[config.mk]
export PLATFORM = sky130hd
export DESIGN_NAME = fpu_addsub_sequencer
export DESIGN_NICKNAME = d
export VERILOG_FILES = /design/src/rtl/fpu_pkg.sv /design/src/rtl/unit_exception_signal.sv /design/src/rtl/fpu_addsub_sequencer.sv
export SDC_FILE = /design/constraint.sdc
export NUM_CORES = 1
export LEC_CHECK = 0
export ABC_AREA = 0
export ABC_CLOCK_PERIOD_IN_PS = 7000
export CAP_MARGIN = 10
export CORE_AREA = 2 2 95 106
export DETAILED_ROUTE_END_ITERATION = 16
export DIE_AREA = 0 0 97 108
export PLACE_DENSITY = 0.85
export SETUP_SLACK_MARGIN = 0.05
export SLEW_MARGIN = 25
export SYNTH_ARGS = -nofsm -noshare
export SYNTH_HDL_FRONTEND = slang
export SYNTH_HIERARCHICAL = 1
export SYNTH_SLANG_ARGS = --single-unit
[constraint.sdc]
create_clock -name i_clk -period 7 [get_ports i_clk]
set_clock_uncertainty 0.1 [all_clocks]
set_input_delay 1.05 -clock i_clk [delete_from_list [all_inputs] [get_ports i_clk]]
set_output_delay 1.05 -clock i_clk [all_outputs]
set_load 0.02 [all_outputs]
[src/rtl/fpu_pkg.sv]
// Shared types and constants for the FP32 add/sub sequencer.
package fpu_pkg;

  // Sequencer states; the datapath is walked in this order on the normal path.
  typedef enum logic [2:0] {
    S_IDLE,
    S_CLASS,
    S_ALIGN,
    S_ADD,
    S_NORM,
    S_ROUND,
    S_DONE
  } seq_state_t;

  // Canonical quiet NaN returned for every invalid or NaN-input operation.
  localparam logic [31:0] QNAN = 32'h7FC0_0000;

  // IEEE-754 single-precision field view.
  typedef struct packed {
    logic        sign;
    logic [7:0]  exp;
    logic [22:0] mant;
  } fp32_t;

  function automatic logic is_nan(input fp32_t f);
    return (f.exp == 8'hFF) && (f.mant != 23'd0);
  endfunction

  function automatic logic is_inf(input fp32_t f);
    return (f.exp == 8'hFF) && (f.mant == 23'd0);
  endfunction

  function automatic logic is_zero(input fp32_t f);
    return (f.exp == 8'h00) && (f.mant == 23'd0);
  endfunction

endpackage

[src/rtl/unit_exception_signal.sv]
// Operand classifier for add/sub. Flags the infinity/zero combinations
// whose result is known without running the datapath:
//   o_spe_m   : Inf op Inf with opposite effective signs (invalid -> NaN)
//   o_spe_sig : Inf op Inf same effective sign, Inf op 0, or 0 op Inf
// NaN operands are not covered here; is_inf excludes them by construction.
module unit_exception_signal
  import fpu_pkg::*;
(
  input  logic [31:0] i_opA,
  input  logic [31:0] i_opB,
  input  logic        i_aos,
  output logic        o_spe_sig,
  output logic        o_spe_m
);

  fp32_t w_a;
  fp32_t w_b;
  logic  w_eff_b;
  logic  w_both_inf;

  assign w_a        = fp32_t'(i_opA);
  assign w_b        = fp32_t'(i_opB);
  // Subtraction is addition of B with its sign flipped.
  assign w_eff_b    = w_b.sign ^ ~i_aos;
  assign w_both_inf = is_inf(w_a) && is_inf(w_b);

  assign o_spe_m   = w_both_inf && (w_a.sign != w_eff_b);
  assign o_spe_sig = (w_both_inf && (w_a.sign == w_eff_b))
                   || (is_inf(w_a) && is_zero(w_b))
                   || (is_zero(w_a) && is_inf(w_b));

endmodule

[src/rtl/fpu_addsub_sequencer.sv]
// Multi-cycle controller for the FP32 add/sub datapath. Accepts one op per
// handshake, bypasses special operand combinations, otherwise strobes the
// datapath through align -> add -> normalise (bounded) -> round, and holds
// the result until the consumer takes it.
module fpu_addsub_sequencer
  import fpu_pkg::*;
#(
  parameter int NORM_MAX = 24,
  parameter int CNT_W    = $clog2(NORM_MAX + 1)
) (
  input  logic        i_clk,
  input  logic        i_rst_n,
  input  logic        i_flush,
  input  logic        i_valid,
  output logic        o_ready,
  input  logic        i_aos,
  input  logic [31:0] i_opA,
  input  logic [31:0] i_opB,
  output logic        o_dp_load,
  output logic        o_dp_align_en,
  output logic        o_dp_add_en,
  output logic        o_dp_norm_en,
  input  logic        i_dp_norm_done,
  output logic        o_dp_round_en,
  input  logic [31:0] i_dp_result,
  output logic        o_valid,
  input  logic        i_ready,
  output logic [31:0] o_result,
  output logic        o_flag_nan,
  output logic        o_flag_err
);

  localparam logic [CNT_W-1:0] CNT_LAST = CNT_W'(NORM_MAX - 1);

  seq_state_t       r_state;
  seq_state_t       w_next;
  logic             r_aos;
  fp32_t            r_opA;
  fp32_t            r_opB;
  logic [CNT_W-1:0] r_cnt;
  logic [31:0]      r_result;
  logic             r_flag_nan;
  logic             r_flag_err;

  logic             w_spe_sig;
  logic             w_spe_m;
  logic             w_nan_in;
  logic             w_special;
  logic             w_eff_b;
  logic             w_timeout;
  logic [31:0]      w_bypass;
  logic             w_bypass_nan;
  logic             w_abort;

  assign o_result   = r_result;
  assign o_flag_nan = r_flag_nan;
  assign o_flag_err = r_flag_err;

  // Flush only matters while an op is in flight.
  assign w_abort   = i_flush && (r_state != S_IDLE);
  assign w_eff_b   = r_opB.sign ^ ~r_aos;
  assign w_nan_in  = is_nan(r_opA) || is_nan(r_opB);
  assign w_special = w_nan_in || w_spe_m || w_spe_sig;

  unit_exception_signal u_exc (
    .i_opA     (r_opA),
    .i_opB     (r_opB),
    .i_aos     (r_aos),
    .o_spe_sig (w_spe_sig),
    .o_spe_m   (w_spe_m)
  );

  // Bypass result for special operand combinations; NaN takes priority.
  // NOTE: every always_comb output gets a default first so no path leaves it unassigned (no latch).
  always_comb begin
    w_bypass     = QNAN;
    w_bypass_nan = 1'b1;
    if (!(w_nan_in || w_spe_m)) begin
      w_bypass_nan = 1'b0;
      if (is_inf(r_opA)) w_bypass = r_opA;
      else               w_bypass = {w_eff_b, 8'hFF, 23'd0};
    end
  end

  // State register.
  // NOTE: sequential state uses non-blocking assignment so every flop samples pre-edge values.
  always_ff @(posedge i_clk or negedge i_rst_n) begin
    if (!i_rst_n) r_state <= S_IDLE;
    else          r_state <= w_next;
  end

  // Next-state decode and datapath strobes.
  always_comb begin
    w_next        = r_state;
    o_ready       = 1'b0;
    o_valid       = 1'b0;
    o_dp_load     = 1'b0;
    o_dp_align_en = 1'b0;
    o_dp_add_en   = 1'b0;
    o_dp_norm_en  = 1'b0;
    o_dp_round_en = 1'b0;
    w_timeout     = 1'b0;
    case (r_state)
      S_IDLE: begin
        o_ready = 1'b1;
        if (i_valid) begin
          o_dp_load = 1'b1;
          w_next    = S_CLASS;
        end
      end
      S_CLASS: w_next = w_special ? S_DONE : S_ALIGN;
      S_ALIGN: begin
        o_dp_align_en = 1'b1;
        w_next        = S_ADD;
      end
      S_ADD: begin
        o_dp_add_en = 1'b1;
        w_next      = S_NORM;
      end
      S_NORM: begin
        o_dp_norm_en = 1'b1;
        // Done on the last allowed iteration still counts as done.
        if (i_dp_norm_done) begin
          w_next = S_ROUND;
        end else if (r_cnt == CNT_LAST) begin
          w_next    = S_ROUND;
          w_timeout = 1'b1;
        end
      end
      S_ROUND: begin
        o_dp_round_en = 1'b1;
        w_next        = S_DONE;
      end
      S_DONE: begin
        o_valid = 1'b1;
        if (i_ready) w_next = S_IDLE;
      end
      default: w_next = S_IDLE;
    endcase
    if (w_abort) begin
      w_next        = S_IDLE;
      o_dp_align_en = 1'b0;
      o_dp_add_en   = 1'b0;
      o_dp_norm_en  = 1'b0;
      o_dp_round_en = 1'b0;
      w_timeout     = 1'b0;
    end
  end

  // Operand latch on accept.
  always_ff @(posedge i_clk or negedge i_rst_n) begin
    if (!i_rst_n) begin
      r_aos <= 1'b0;
      r_opA <= '0;
      r_opB <= '0;
    end else if (r_state == S_IDLE && i_valid) begin
      r_aos <= i_aos;
      r_opA <= fp32_t'(i_opA);
      r_opB <= fp32_t'(i_opB);
    end
  end

  // Normalise iteration counter: counts NORM cycles, zero elsewhere.
  always_ff @(posedge i_clk or negedge i_rst_n) begin
    if (!i_rst_n)                          r_cnt <= '0;
    else if (w_abort || r_state != S_NORM) r_cnt <= '0;
    else                                   r_cnt <= r_cnt + CNT_W'(1);
  end

  // Result and flag registers, held stable through DONE.
  always_ff @(posedge i_clk or negedge i_rst_n) begin
    if (!i_rst_n) begin
      r_result   <= '0;
      r_flag_nan <= 1'b0;
      r_flag_err <= 1'b0;
    end else if (w_abort) begin
      r_flag_nan <= 1'b0;
      r_flag_err <= 1'b0;
    end else begin
      case (r_state)
        S_IDLE: if (i_valid) begin
          r_flag_nan <= 1'b0;
          r_flag_err <= 1'b0;
        end
        S_CLASS: if (w_special) begin
          r_result   <= w_bypass;
          r_flag_nan <= w_bypass_nan;
        end
        S_NORM:  if (w_timeout) r_flag_err <= 1'b1;
        S_ROUND: r_result <= i_dp_result;
        S_DONE: if (i_ready) begin
          r_flag_nan <= 1'b0;
          r_flag_err <= 1'b0;
        end
        default: ;
      endcase
    end
  end

endmodule

==> impl_metrics.json, run 1 <==
{
  "synthCells": 408,
  "worst_pin_slew_ns": 0.7999,
  "worstHoldEndpoint": "r_cnt[0]",
  "seq_area_frac_synth_pct": 57.01,
  "period_share_pct": 58.18,
  "design_area_um2": 6371,
  "yosysWarnings": 6,
  "hold_path.startpoint": "r_cnt[0]",
  "nNetsFinal": 649,
  "rows": 37,
  "clkPwrFrac_pct": 16.8,
  "syn2layout_area_growth_pct": 35.64,
  "n_fill_cell": 695,
  "grt-ovfl-total": 0,
  "layout_min_cycle_time_ns": 4.073,
  "gp_congestion": 0.8804,
  "rsz0062_at_grt": "false",
  "instances_no_fill": 667,
  "hpwlAfterDp_um": 8211,
  "slew_violations": 0,
  "rr_startpoint": "r_opA[1]",
  "setup_ws_ns": 2.927,
  "ys.flop_type": "dfrtp_1",
  "worstHoldPathType": "register to register",
  "htree_levels": 3,
  "die_y_um": 108,
  "worstPathMaxFanout": 9,
  "cell_internal_pwr_w": 0.001389,
  "dpl_worst_slack_ns": 2.952,
  "worstSetupStartpointType": "input pin",
  "postPlaceCellArea_um2": 6185,
  "min_path_cells": 1,
  "drt_pass1_iterations": 4,
  "power_frac_comb_pct": 32.8,
  "grt_pass1_wl_um": 17600,
  "ir_worst_vdd_v": 0.0001710,
  "cts_buffers": 9,
  "layout-drive-gt1-share_pct": 17.45,
  "io_pins": 144,
  "power_frac_seq_pct": 50.3,
  "die_x_um": 97,
  "initial_core_util_pct": 50.48,
  "ctsHoldBuffers": 0,
  "drt-total-wl_um": 10810,
  "route.detailed.drc": 0,
  "ys_ff_latch": 107,
  "post_cts_resize_count": 0,
  "diodes": 0,
  "syn_nets": 512,
  "setup_viol": 0,
  "synth_cell_types": 48,
  "synth_edf_count": 0,
  "switching_share_pct": 33.76,
  "p_leak_nw": 2.547,
  "clk_latency_ns": 0.36,
  "arrival_ns": 2.92,
  "grt_max_degree": 66,
  "drv_cap": 0,
  "reg2reg_to": "o_result[31]",
  "run_status": "complete, no violations",
  "ff2ff_path_depth": 9,
  "clock.fmax_mhz": 245.5,
  "synth_area_um2": 4697,
  "critPathCaptureType": "output port",
  "synth_area_per_cell_um2": 11.51,
  "tns_ns": 0,
  "via_per_inst": 5.457,
  "vias": 3640,
  "synth-async-reset-ratio_pct": 100.0,
  "criticalPathCategory": "input pin to output port",
  "cp.required_ns": 5.85,
  "powerDensity_nw_per_um2": 329.1,
  "postCtsSetupRepairBufs": 0,
  "antenna_found_initial": 0,
  "path_clk_slew_ns": 0.10,
  "clockBufferDepth": 2,
  "grt_pass1_vias": 3704,
  "r2r_slack_ns": 4.03,
  "dp.cells": 651,
  "core_area_um2": 9305,
  "relSlewSlack_pct": 46.68,
  "ant_nets": 0,
  "dieArea_um2": 10480,
  "clock-root-buffer": "clkbuf_8",
  "switchingPower_w": 0.0007079,
  "port_buffers": 143,
  "cts_tree": "built",
  "track_usage_pct": 21.01,
  "cts_sinks": 107,
  "drt_iter0_drc": 128,
  "hold_viol": 0,
  "wl_per_cell_um": 16.21
}
[placed cells by master (no fill, tap or decap), types with 2 or more instances in the layout]
cell type	netlist	layout
clkinv_4	0	2
nor3_1	7	7
nand4_1	12	12
buf_4	4	4
a31o_2	2	2
clkbuf_8	0	10
dfrtp_1	107	107
a21oi_1	4	4
o21ai_0	28	28
a2111oi_0	2	2
clkdlybuf4s50_1	0	142
xnor2_1	3	3
nor2_1	26	26
nand2b_1	4	4
nor4_1	26	26
nand2_1	56	56
and3_1	3	3
mux2_2	66	66
inv_1	6	6
nand3_1	4	4
a31oi_1	3	3
xor2_1	3	3
[cell usage after synthesis (all sizes together), types with 2 or more instances]
cell,count,share of area [%]
mux2,66,16
xnor2,3,0.56
nor2,26,2.1
nand4,13,1.9
a31o,2,0.37
a31oi,3,0.40
and3,3,0.40
nand3,4,0.43
or4,2,0.40
o21ai,28,3.0
inv,6,0.48
nand2,56,4.5
xor2,3,0.56
clkbuf,6,0.53
nor3,8,0.96
and2,2,0.27
nand2b,4,0.53
a21oi,5,0.61
nor4,27,3.7
a2111oi,2,0.37
dfrtp,107,57
buf,14,1.8
[routing by layer]
metal  vias to the layer above  part of all wire (%)  GRT usage (%)  wire length [um]
met3                        14                   6.5          4.977               698
met5                         -                     0              0                 0
met1                      1757                    43          26.69              4671
met4                         0                   1.2          6.237               130
li1                       1742                     -              -                 -
met2                       127                    49          36.21              5313
[power groups by stage]
stage                     clock [W]  combinational (W)  sequential [W]
after global placement            0           0.000672         0.00105
final                      0.000353           0.000688         0.00106
after floorplan                   0           0.000465         0.00104
after global routing       0.000392           0.000752         0.00109
after detailed placement          0           0.000697         0.00106
after CTS                  0.000365           0.000698         0.00105
[layout make-up]
class / instances / area (um^2) / share of cell area (%)
multi-input combinational: 275 / 1887 / 29.62
timing repair buffer: 146 / 1451 / 22.78
inverter: 6 / 22.52 / 0.3535
tap: 117 / 146.4 / 2.298
clock buffer: 11 / 141.4 / 2.219
clock inverter: 5 / 45.04 / 0.7070
sequential: 107 / 2678 / 42.03
[state kept, by name (all words and copies together), names as in the netlist]
register    count
r_aos           1
r_opA          32
r_opB          32
o_flag_err      1
o_flag_nan      1
r_cnt           5
r_state         3
o_result       32
[worst max-delay path: stages]
cell and delay (ns):
clkdlybuf4s50_1 0.56, nand2b_1 0.29, or2_2 0.34, inv_1 0.08
clkdlybuf4s50_1 0.60
[how the worst max path moves through the flow]
stage	startpoint	to	slack [ns]
after global routing	i_flush	o_dp_round_en	2.82
after floorplan	i_flush	o_dp_round_en	3.97
after CTS	i_flush	o_dp_round_en	2.95
after global placement	i_flush	o_dp_round_en	2.97
final	i_flush	o_dp_round_en	2.93
after detailed placement	i_flush	o_dp_round_en	2.95
[cells by family (layout without fill, tap and decap cells)]
| family | count (synthesis) | after routing | synth area share (%) |
|---|---|---|---|
| and+or+nand+nor | 152 | 152 | 16.28 |
| DFF | 107 | 107 | 57.01 |
| muxes | 66 | 66 | 15.82 |
| AOI/OAI and AO/OA | 50 | 50 | 6.660 |
| buffers and inverters | 26 | 168 | 2.850 |
| xor gates and xnor gates | 6 | 6 | 1.119 |
| adders and majority gates | 1 | 1 | 0.2663 |
[per-stage QoR]
step / power (W) / util [%] / hold WS, ns
2_1_floorplan: 0.001502 / - / 0.3329
3_3_place_gp: 0.001721 / 66.47 / 0.3474
3_5_place_dp: 0.001761 / 66.47 / 0.3516
4_1_cts: 0.002115 / 68.47 / 0.3651
5_1_grt: 0.002233 / 68.47 / 0.3835
6_report: 0.002097 / 68.47 / 0.3643
(Power assumes the default switching activity.)
==> inputs of run 2 (changes only) <==
- ABC_CLOCK_PERIOD_IN_PS: 7000 -> 3900
- CORE_AREA: 2 2 95 106 -> 2 2 99 110
- DIE_AREA: 0 0 97 108 -> 0 0 101 112
- PLACE_DENSITY: 0.85 -> 0.79
- clock period: 7 -> 3.9 ns (I/O delays scaled with it)
==> run 2 against run 1 <==
  * Worst setup slack got worse by 2.2 ns
  * Clock power is 130% higher
  * Clock-buffer cell count is the same
  * Register-to-register slack lost 3.1 ns
  * Cell count grew 0.90%
  * Global-route usage down 0.68 points
  * Power rose by 89%
  * Largest power group unchanged
  * Highest routed layer unchanged
==> impl_metrics.json, run 2 (synthesized netlist as in run 1, its figures left out) <==
{
  "run_status": "complete, no violations",
  "p_leak_nw": 2.595,
  "worst_pin_slew_ns": 0.8215,
  "layout_common_cells": "142 x clkdlybuf4s50_1, 107 x dfrtp_1, 66 x mux2_2, 56 x nand2_1, 28 x o21ai_0",
  "post_cts_resize_count": 0,
  "gp_congestion": 0.8293,
  "drt-total-wl_um": 11040,
  "drt_iter0_drc": 109,
  "dp.cells": 657,
  "path_clk_slew_ns": 0.07,
  "route.detailed.drc": 0,
  "htree_levels": 3,
  "worstPathMaxFanout": 9,
  "nNetsFinal": 649,
  "worstSetupStartpointType": "input pin",
  "period_share_pct": 80.26,
  "ctsHoldBuffers": 0,
  "ant_nets": 0,
  "initial_core_util_pct": 45.84,
  "grt_pass1_vias": 3826,
  "layout-drive-gt1-share_pct": 17.45,
  "grt-ovfl-total": 0,
  "cp.required_ns": 3.21,
  "slew_violations": 0,
  "setup_viol": 0,
  "rsz0062_at_grt": "false",
  "clockBufferDepth": 2,
  "clock-root-buffer": "clkbuf_16",
  "relSlewSlack_pct": 45.23,
  "instances_no_fill": 673,
  "rows": 39,
  "cts_tree": "built",
  "diodes": 0,
  "drt_pass1_iterations": 5,
  "postCtsSetupRepairBufs": 0,
  "final_common_cell": "clkdlybuf4s50_1",
  "core_area_um2": 10250,
  "die_y_um": 112,
  "grt_max_degree": 94,
  "dieArea_um2": 11310,
  "total_power_w": 0.003968,
  "powerDensity_nw_per_um2": 613.5,
  "vias": 3647,
  "criticalPathCategory": "input pin to output port",
  "worstHoldPathType": "input pin to asynchronous set/reset pin",
  "hold_viol": 0,
  "clk_latency_ns": 0.34,
  "critPathCaptureType": "output port",
  "cts_sinks": 107,
  "via_per_inst": 5.419,
  "hpwlAfterDp_um": 8363,
  "tns_ns": 0,
  "n_fill_cell": 830,
  "drv_cap": 0,
  "grt_pass1_wl_um": 18020,
  "antenna_found_initial": 0,
  "die_x_um": 101,
  "io_pins": 144,
  "syn2layout_area_growth_pct": 37.69,
  "track_usage_pct": 20.33,
  "ir_worst_vdd_v": 0.0004478,
  "cts_buffers": 9,
  "port_buffers": 143,
  "arrival_ns": 2.45,
  "wl_per_cell_um": 16.40,
  "clock.fmax_mhz": 319.5,
  "layout_min_cycle_time_ns": 3.130
}
-- run 2: per-layer routing --
layer / up-vias / share of wire, % / track usage, %
met4: 0 / 0.73 / 5.225
li1: 1745 / - / -
met3: 7 / 7.3 / 5.587
met1: 1763 / 42 / 25.33
met5: - / 0 / 0
met2: 132 / 50 / 34.84
-- run 2: path summary, 6_finish.rpt --
path | from | end | slack, ns | cells past startpoint
max in group asynchronous | i_rst_n | r_opA[27] | 2.75 | 2
min reg2reg | r_cnt[0] | r_cnt[0] | 0.37 | 1
min | i_rst_n | o_result[7] | 0.21 | 1
min in group i_clk | r_cnt[0] | r_cnt[0] | 0.37 | 1
max | i_flush | o_dp_round_en | 0.77 | 5
max reg2reg | r_opA[1] | o_result[31] | 0.92 | 9
-- run 2: power breakdown --
part	switching (W)	total, W	internal, W	leakage [nW]
Sequential	0.000367	0.00189	0.00153	1.32
Clock	0.000376	0.000823	0.000447	0.139
Combinational	0.000540	0.00125	0.000711	1.14
Total	0.00128	0.00397	0.00268	2.60
-- run 2: cell type report --
class / count / area (um^2) / area share, %
multi-input cells: 275 / 1887 / 29.17
repair buffers: 146 / 1455 / 22.50
clock inverters: 5 / 28.78 / 0.4450
flip-flops and latches: 107 / 2678 / 41.40
clock buffers: 11 / 242.7 / 3.753
well taps: 123 / 153.9 / 2.380
inverters: 6 / 22.52 / 0.3482
-- run 2: critical path, stage by stage --
cell and delay (ns):
clkdlybuf4s50_1 0.55, nand2b_1 0.29, or2_2 0.34, inv_1 0.08, clkdlybuf4s50_1 0.60
-- run 2: metrics by stage --
stage / util [%] / worst slack (ns) / hold slack [ns] / area (um^2)
6_report: 63.11 / 0.7699 / 0.2125 / 6467
2_1_floorplan: - / 1.439 / 0.1894 / 4697
4_1_cts: 63.11 / 0.7682 / 0.2513 / 6467
5_1_grt: 63.11 / 0.6642 / 0.2796 / 6467
3_3_place_gp: 60.43 / 0.8033 / 0.3461 / 6192
3_5_place_dp: 60.46 / 0.7806 / 0.3621 / 6196
==> inputs of run 3 (changes only) <==
- ABC_CLOCK_PERIOD_IN_PS: 3900 -> 2640
- CORE_AREA: 2 2 99 110 -> 2 2 104 116
- DIE_AREA: 0 0 101 112 -> 0 0 106 118
- PLACE_DENSITY: 0.79 -> 0.75
- clock period: 3.9 -> 2.64 ns (I/O delays scaled with it)
==> run 3 against run 2 <==
  * The flow now finishes with violations (negative setup slack)
  * Sequential share of layout area down 3.7 points
  * Global-route usage shrank 1.6 points
  * Critical endpoint is now o_result[20]
  * Critical path type is now register to register
  * Register-to-register slack got worse by 0.94 ns
  * Cell count up 8.5%
  * Final area rose by 10%
==> impl_metrics.json, run 3 (synthesized netlist as in run 1, its figures left out) <==
{
  "final_common_cell": "clkdlybuf4s50_1",
  "layout-drive-gt1-share_pct": 29.66,
  "dieArea_um2": 12510,
  "power_frac_comb_pct": 35.3,
  "cts_buffers": 9,
  "grt_use_met3_pct": 4.374,
  "hpwlAfterDp_um": 8492,
  "antenna_found_initial": 0,
  "switching_share_pct": 32.12,
  "setup_ws_ns": -0.02288,
  "port_buffers": 143,
  "critPathCaptureType": "register",
  "nNetsFinal": 679,
  "cell_internal_pwr_w": 0.004396,
  "cts_tree": "built",
  "worstSetupStartpointType": "register",
  "ff2ff_path_depth": 10,
  "fin_util_pct": 62.75,
  "wl_per_cell_um": 17.21,
  "grt_max_degree": 66,
  "clock-root-buffer": "clkbuf_16",
  "cp_slowest_cell": "or4_4",
  "diodes": 0,
  "worstPathMaxFanout": 5,
  "drv_cap": 0,
  "htree_levels": 3,
  "grt_pass1_vias": 3870,
  "violations": "negative setup slack",
  "layout_min_cycle_time_ns": 2.663,
  "dpl_worst_slack_ns": -0.02953,
  "hold_viol": 0,
  "grt-ovfl-total": 0,
  "vias": 3921,
  "drt_pass1_iterations": 5,
  "switchingPower_w": 0.002080,
  "route.detailed.drc": 0,
  "n_fill_cell": 871,
  "ant_nets": 0,
  "layout_common_cells": "138 x clkdlybuf4s50_1, 105 x dfrtp_1, 66 x mux2_2, 34 x nand2_1, 26 x nor2_1",
  "cts_sinks": 107,
  "min_path_cells": 1,
  "slew_violations": 0,
  "clkPwrFrac_pct": 20.9,
  "clock.fmax_mhz": 375.5,
  "p_leak_nw": 2.897,
  "io_pins": 144,
  "rsz0062_at_grt": "true",
  "syn2layout_area_growth_pct": 51.47,
  "powerDensity_nw_per_um2": 910.3,
  "via_per_inst": 5.371,
  "core_area_um2": 11340,
  "crit_chain": "or4_4, nor4_4, a31oi_1, a21boi_2, nand3b_1, a2111oi_4, a211o_4, clkbuf_16, nand2_2, o21ai_1",
  "drt-total-wl_um": 12560,
  "use_met1_pct": 23.02,
  "ir_worst_vdd_v": 0.0004250,
  "drt_iter0_drc": 107,
  "die_y_um": 118,
  "arrival_ns": 2.79,
  "grtUsageMet2_pct": 33.35,
  "initial_core_util_pct": 41.43,
  "relSlewSlack_pct": 64.19,
  "setup_viol": 3,
  "worstHoldPathType": "register to register",
  "period_share_pct": 100.9,
  "criticalPathCategory": "register to register",
  "grt_pass1_wl_um": 18710,
  "path_clk_slew_ns": 0.07,
  "cp.required_ns": 2.77,
  "die_x_um": 106,
  "slowest_delay_ns": 0.56,
  "clockBufferDepth": 2,
  "rows": 41,
  "track_usage_pct": 18.75,
  "worst_pin_slew_ns": 0.5340,
  "grt.busiest_layer": "met2",
  "gp_congestion": 0.8344,
  "clk_latency_ns": 0.34,
  "power_frac_seq_pct": 43.8,
  "run_status": "complete, but fails checks"
}
## run 3: cell count changes in the layout (fill, tap and decap cells not counted), sizes merged, moves of 2 or more
cell	change
clkinv	-5
clkdlybuf4s50	-4
dlygate4sd2	+2
dlymetal6s2s	+2
buf	+24
clkbuf	+7
a211o	+2
## run 3: worst paths after layout
kind,start,to,slack (ns)
worst max-delay path,r_opB[24],o_result[20],-0.02
worst min-delay path,r_cnt[0],r_cnt[0],0.37
worst max register to register,r_opB[24],o_result[20],-0.02
worst min register to register,r_cnt[0],r_cnt[0],0.37
max in group asynchronous,i_rst_n,r_opA[29],1.28
min in group asynchronous,i_rst_n,o_flag_nan,0.48
## run 3: power groups by stage
stage / sequential, W / combinational, W / clock, W
final: 0.00283 / 0.00229 / 0.00135
after floorplan: 0.00275 / 0.00123 / 0
after detailed placement: 0.00280 / 0.00201 / 0
after global placement: 0.00277 / 0.00195 / 0
after global routing: 0.00291 / 0.00246 / 0.00148
after CTS: 0.00278 / 0.00202 / 0.00140
## run 3: area by class of cell
type / count / area [um^2] / area share, %
multi-input combinational: 277 / 2133 / 29.99
clock inverter: 1 / 30.03 / 0.4221
sequential: 107 / 2680 / 37.67
tap: 150 / 187.7 / 2.638
clock buffer: 15 / 277.8 / 3.904
timing repair buffer: 174 / 1783 / 25.06
inverter: 6 / 22.52 / 0.3166
## run 3: metal layers
metal | wire [um] | vias to the layer above
met1 | 5111 | 1935
li1 | - | 1820
met2 | 6514 | 150
met3 | 765 | 16
met4 | 171 | 0
met5 | 0 | -
## run 3: metrics by stage
stage	area [um^2]	cells	power, W	setup TNS (ns)	hold slack, ns
after global routing	7114	730	0.006860	-1.589	0.3944
final	7114	730	0.006476	-0.02833	0.3657
after global placement	6376	699	0.004718	0	0.2969
after CTS	6724	718	0.006200	0	0.3737
after floorplan	4697	408	0.003983	0	0.0004089
after detailed placement	6376	699	0.004803	-0.3308	0.3038
## run 3: critical path: cells and delay by family, from the launching register on
family | cells | cell delay (ns)
AND/OR/NAND/NOR | 4 | 1.03
buffers and inverters | 1 | 0.19
AO/OA/AOI/OAI | 5 | 0.86
flip-flops | 1 | 0.38
## run 3: what timing repair did
item / CTS / global route
cloned: 0 / 9
setup buffers: 2 / 3
pin swaps: 2 / 21
hold buffers: 1 / 0
setup endpoints to repair: 31 / 33
gates resized for setup: 5 / 90
endpoints found under the hold margin: 38 / 0
